### src/rtl/debounce_sync_if.sv
// Bundle of the debouncer's enable, raw input and conditioned outputs.
// The master side drives en/raw and observes the outputs; the slave is the debouncer.
interface debounce_sync_if;
   logic en;
   logic raw;
   logic level;
   logic rise;
   logic fall;

   modport master (output en, output raw, input level, input rise, input fall);
   modport slave  (input en, input raw, output level, output rise, output fall);
endinterface

### src/rtl/debounce_sync.sv
// Switch/button conditioner: a multi-flop synchronizer followed by a 4-state
// debounce FSM. A new level is accepted only after STABLE_CYCLES consecutive
// equal synchronized samples. The FSM also emits one-cycle rise/fall strobes.
module debounce_sync #(
   parameter int SYNC_STAGES   = 2,
   parameter int STABLE_CYCLES = 4
) (
   input  logic             i_clk,
   input  logic             i_rst,
   debounce_sync_if.slave   bus
);

   localparam int CNT_W = (STABLE_CYCLES > 1) ? $clog2(STABLE_CYCLES) : 1;
   localparam logic [CNT_W-1:0] CNT_MAX = CNT_W'(STABLE_CYCLES - 1);

   typedef enum logic [1:0] {
      S_LOW       = 2'd0,
      S_RISE_WAIT = 2'd1,
      S_HIGH      = 2'd2,
      S_FALL_WAIT = 2'd3
   } state_t;

   logic [SYNC_STAGES-1:0] sync_reg;
   logic                   s;

   state_t                 state_reg, state_next;
   logic [CNT_W-1:0]       cnt_reg, cnt_next;
   logic                   level_reg, level_next;
   logic                   rise_reg, rise_next;
   logic                   fall_reg, fall_next;

   // Synchronizer shift chain; keeps sampling even while the FSM is paused.
   always_ff @(posedge i_clk) begin
      if (i_rst) begin
         sync_reg <= '0;
      end else begin
         sync_reg <= {sync_reg[SYNC_STAGES-2:0], bus.raw};
      end
   end

   assign s = sync_reg[SYNC_STAGES-1];

   // FSM state, stability counter and registered outputs.
   always_ff @(posedge i_clk) begin
      if (i_rst) begin
         state_reg <= S_LOW;
         cnt_reg   <= '0;
         level_reg <= 1'b0;
         rise_reg  <= 1'b0;
         fall_reg  <= 1'b0;
      end else begin
         state_reg <= state_next;
         cnt_reg   <= cnt_next;
         level_reg <= level_next;
         rise_reg  <= rise_next;
         fall_reg  <= fall_next;
      end
   end

   // Next-state logic: hold everything unless enabled; strobes default low.
   always_comb begin
      state_next = state_reg;
      cnt_next   = cnt_reg;
      level_next = level_reg;
      rise_next  = 1'b0;
      fall_next  = 1'b0;
      if (bus.en) begin
         case (state_reg)
            S_LOW: begin
               level_next = 1'b0;
               if (s) begin
                  state_next = S_RISE_WAIT;
                  cnt_next   = CNT_W'(1);
               end else begin
                  cnt_next   = '0;
               end
            end
            S_RISE_WAIT: begin
               if (!s) begin
                  // Glitch rejected: fall back without a strobe.
                  state_next = S_LOW;
                  cnt_next   = '0;
               end else if (cnt_reg == CNT_MAX) begin
                  state_next = S_HIGH;
                  cnt_next   = '0;
                  level_next = 1'b1;
                  rise_next  = 1'b1;
               end else begin
                  cnt_next   = cnt_reg + CNT_W'(1);
               end
            end
            S_HIGH: begin
               level_next = 1'b1;
               if (!s) begin
                  state_next = S_FALL_WAIT;
                  cnt_next   = CNT_W'(1);
               end else begin
                  cnt_next   = '0;
               end
            end
            S_FALL_WAIT: begin
               if (s) begin
                  state_next = S_HIGH;
                  cnt_next   = '0;
               end else if (cnt_reg == CNT_MAX) begin
                  state_next = S_LOW;
                  cnt_next   = '0;
                  level_next = 1'b0;
                  fall_next  = 1'b1;
               end else begin
                  cnt_next   = cnt_reg + CNT_W'(1);
               end
            end
            default: begin
               // Unreachable encodings recover to a clean low state.
               state_next = S_LOW;
               cnt_next   = '0;
               level_next = 1'b0;
            end
         endcase
      end
   end

   assign bus.level = level_reg;
   assign bus.rise  = rise_reg;
   assign bus.fall  = fall_reg;

endmodule
### src/flat_wrapper.sv
// flat-port wrapper written by rule: the top's interface ports become plain ports
module debounce_sync_flat 
#(
   parameter int SYNC_STAGES   = 2,
   parameter int STABLE_CYCLES = 4
)
  (i_clk, i_rst, bus_en, bus_raw, bus_level, bus_rise, bus_fall);
  debounce_sync_if bus_i ();
  input  logic i_clk;
  input  logic i_rst;
  input wire logic [$bits(bus_i.en)-1:0] bus_en;
  input wire logic [$bits(bus_i.raw)-1:0] bus_raw;
  output wire logic [$bits(bus_i.level)-1:0] bus_level;
  output wire logic [$bits(bus_i.rise)-1:0] bus_rise;
  output wire logic [$bits(bus_i.fall)-1:0] bus_fall;
  assign bus_i.en = bus_en;
  assign bus_i.raw = bus_raw;
  assign bus_level = bus_i.level;
  assign bus_rise = bus_i.rise;
  assign bus_fall = bus_i.fall;
  debounce_sync #(.SYNC_STAGES(SYNC_STAGES), .STABLE_CYCLES(STABLE_CYCLES)) u_core (.i_clk(i_clk), .i_rst(i_rst), .bus(bus_i));
endmodule
### config.mk
export PLATFORM = sky130hd
export DESIGN_NAME = debounce_sync_flat
export DESIGN_NICKNAME = d
export VERILOG_FILES = /design/src/rtl/debounce_sync_if.sv /design/src/rtl/debounce_sync.sv /design/src/flat_wrapper.sv
export SDC_FILE = /design/constraint.sdc
export NUM_CORES = 1
export LEC_CHECK = 0
export CORE_AREA = 2 2 39 41
export DETAILED_ROUTE_END_ITERATION = 6
export DIE_AREA = 0 0 41 43
export GPL_ROUTABILITY_DRIVEN = 0
export MAX_ROUTING_LAYER = met4
export SYNTH_ARGS = -nofsm -noshare
export SYNTH_HDL_FRONTEND = slang
export SYNTH_SLANG_ARGS = --single-unit
### constraint.sdc
create_clock -name i_clk -period 3.2 [get_ports i_clk]
set_input_delay 0.64 -clock i_clk [delete_from_list [all_inputs] [get_ports i_clk]]
set_output_delay 0.64 -clock i_clk [all_outputs]
set_load 0.02 [all_outputs]
Yosys cells after proc, flatten, opt, wreduce, memory -nomap -nowiden
Index checks and enable logic that the tools add are counted.
{"block": "totals", "wordCells": 47, "inputBits": 4, "out_inout_bits": 3, "regBits": 9}
{"block": "op_classes", "n_bitwise": 4, "muxes": 19, "add_sub_neg": 1, "n_eq_ne": 12, "n_reduce_logical": 5}
{"op": "$mux 2", "count": 9}
{"op": "$pmux 2 s4", "count": 2}
{"op": "$reduce_and 5->1", "count": 2}
{"op": "$ne 2x1->1 const B", "count": 4}
{"op": "$reduce_or 4->1", "count": 2}
{"op": "$mux 1", "count": 7}
{"op": "$eq 2x2->1 const B", "count": 3}
{"op": "$ne 2x2->1 const B", "count": 2}
{"op": "$not 1->1", "count": 4}
{"op": "$pmux 1 s4", "count": 1}
{"op": "$ne 3x1->1 const B", "count": 1}
{"op": "$ne 3x3->1 const B", "count": 1}
{"op": "$add 2x1->2 const B", "count": 1}
{"op": "$eq 2x1->1 const B", "count": 1}
{"op": "$logic_not 2->1", "count": 1}

Depth between registers and ports, before layout
{"block": "depth", "depth_word": 4, "mapped_depth": 6}

Worst setup path after synthesis
No wires, ideal clock.
{"block": "synth_timing", "path_kind": "register -> register", "start": "register with a tool-made name", "end": "register u_core.level_reg (netlist: u_core.bus.level)", "path_slack_ns": 1.889, "path_stages_with_launch": 7, "arrival_time_ns": 1.185, "period_less_slack_ns": 1.311, "setup_ns": 0.125, "n_path_buf": 0, "cell_sequence": "dfxtp_1 > inv_1 > ha_1 > a21boi_1 > o31ai_2 > mux2i_1 > nor2_1"}
{"element": "end signal, assigned", "line_no": "debounce_sync.sv:54", "source": "level_reg <= level_next;"}
{"element": "end, declared", "line_no": "debounce_sync.sv:28", "source": "logic level_reg, level_next;"}

Final worst setup path
{"block": "layout_timing", "start": "register u_core.level_reg (netlist: u_core.bus.level)", "end": "output port bus_level"}
{"element": "end, declared", "line_no": "flat_wrapper.sv:13", "source": "output wire logic [$bits(bus_i.level)-1:0] bus_level;"}
No word-level cell between the ends.

==> reports/metrics.csv <==
metric;value;unit
Hold Crit Depth;1;
Core Area;0.00138;mm²
CTS Buf Count;3;
DRT met1 WL;422;µm
actual slew at the worst max-slew pin;0.337;ns
aggregate global-route resource usage;14.4;%
min Tclk post-route;1.83;ns
Mapped Area;477;µm²
startpoint types;flip-flop;
hold_buf cts;0;
CP Cell Sequence;clkdlybuf4s50_1;
Synth Instances;54;
# clock sinks;9;
grt ovf;0;
Via Count;405;
sequential area share after synthesis;37.8;%
post-layout util;41.5;%
Setup crit end kind;primary output;
non-filler cells, final;78;
DRC errors left;0;
initial antenna violation count;0;
Horiz. Die Dim;41;µm
I/O pin total;7;
R2R Path End;u_core.state_reg[0];
Post-CTS Setup Repair Bufs;0;
synth top area cells;dfxtp_1, ha_1, nor2_1;
CP delay by family, top;buffers and inverters;
WL met3;57;µm
DRT iter0 DRCs;10;
Yosys top cell area share;37.8;%
Final TNS setup;0;ns
Power Total;230;µW
setup slack, reg-to-reg;1.71;ns
R2R depth;5;
met2 wire length;407;µm
clock latency at the later pin of the worst-skew pair;0.26;ns
Port Buf Inserts;6;
area occupied by multi-input gates;269;µm²
clk_skew;0.000925;ns
n_diodes;0;
Register Area;180;µm²
Detail Route Antenna Nets;0;
full die area;0.00176;mm²
setup repair after global routing missed its margin;false;
post-CTS sizing;0;
synthesis warning total;0;
maximum clock path buffer count;2;
maxcap violations;0;
DIE HEIGHT;43;µm
Top Layer Used;met3;
slowest CP cell;clkdlybuf4s50_1;
area leader, netlist;dfxtp_1;
ratio of cells with drive above 1 in the final layout;8.06;%
nets;72;
Max FO, Critical Path;2;
Min-Delay Path Class;reg -> reg;
largest net degree at the start of global routing;10;
Placed Instances;74;
slowest stage delay, CP;0.61;ns
FF+latch count, synth;9;
final-report hold violation count;0;
Final period util;57.0;%
dpl hpwl;650;µm
drt pass-1 iters;4;
synth unique cells;24;
worst hold endpoint;u_core.sync_reg[1];
clock transition at the registers of the reported paths;0.06;ns
Final Max Tran Viols;0;
CTS H-Tree Depth;1;
worst vdd ir;0.200;mV
Starting Density;34.4;%
Syn Area/Cell;8.83;µm²
RR Startpoint;u_core.state_reg[0];
CP Class;reg -> out;
Lkg Pwr;0.000220;µW
row count;14;
outcome;completed;
Worst Path Arrival;1.19;ns
cell area power density;400;mW/mm²
first-pass GRT wire length;1.58;mm
CTS tree;built;
worst path required time;2.56;ns
Final setup viols;0;
Buf/Inv on CP;1;
Routed WL per cell;11.4;µm
fill cell count;140;
hold path start;u_core.sync_reg[0];
Slew HR;77.5;%
fmax;548;MHz
Syn Nets;63;
Via density;5.19;
Routed WL;888;µm
CTS Root Cell;clkbuf_4;
vias in the first global route;396;
Fin Hold WS;0.441;ns
area grow syn2layout;20.5;%
==> cells in the final DEF (no fill, tap or decap), drive strengths merged, types with 4 or more instances in the layout <==
cell type	synthesis	routed
ha	5	5
dfxtp	9	9
inv	5	5
nor2	7	7
nand2	4	4
clkdlybuf4s50	0	6
clkbuf	1	4
==> per-stage QoR <==
stage | area (µm²) | setup WS (ns)
after floorplan | 477 | 1.89
after global placement | 548 | 1.23
after detailed placement | 548 | 1.20
after CTS | 574 | 1.36
after global routing | 574 | 1.33
final | 574 | 1.37
==> synth_stat cells, drive strengths merged <==
library cell,number
o21ai,2
o41ai,1
a21oi,2
inv,5
buf,1
ha,5
nand2b,2
a21boi,1
nand3b,1
dfxtp,9
a32oi,1
nor2b,2
a311oi,1
nand4b,2
mux2i,1
nor2,7
nor3,1
clkbuf,1
a21o,2
nand2,4
o31ai,2
nand4bb,1
==> worst max path at each step <==
stage                                start          endpoint  slack [ns]  depth (start not counted)
final                     u_core.bus.level         bus_level        1.37                          1
after floorplan                  flip-flop  u_core.bus.level        1.89                          6
after detailed placement            bus_en  u_core.bus.level        1.20                          5
after global routing      u_core.bus.level         bus_level        1.33                          1
after CTS                 u_core.bus.level         bus_level        1.36                          1
after global placement              bus_en  u_core.bus.level        1.23                          5
==> power by group <==
| group | switching, µW | total [µW] | internal [µW] | leakage (µW) |
|---|---|---|---|---|
| Combinational | 13.2 | 25.8 | 12.5 | 0.000132 |
| Sequential | 3.01 | 118 | 115 | 0.0000732 |
| Clock | 37.9 | 85.9 | 47.9 | 0.0000150 |
==> cells by family (layout without fill, tap and decap cells) <==
family | after synthesis | after routing | synth area share [%]
AND/OR/NAND/NOR | 20 | 20 | 22.6
AO/OA/AOI/OAI | 12 | 12 | 18.6
buffers and inverters | 7 | 15 | 5.77
adder cells (fa/ha/maj) | 5 | 5 | 13.1
flip-flops | 9 | 9 | 37.8
multiplexers | 1 | 1 | 2.10
==> layout make-up <==
class / count / share of cell area, %
well taps: 16 / 3.49
inverters: 5 / 3.27
flip-flops and latches: 9 / 31.4
clock buffers: 4 / 4.58
multi-input cells: 38 / 46.8
repair buffers: 6 / 10.5
==> routing by layer <==
metal	vias to the layer above	track usage, %
met2	11	18.1
met4	0	9.33
li1	205	-
met5	-	-
met3	0	7.85
met1	189	17.0
(Power assumes the default switching activity.)
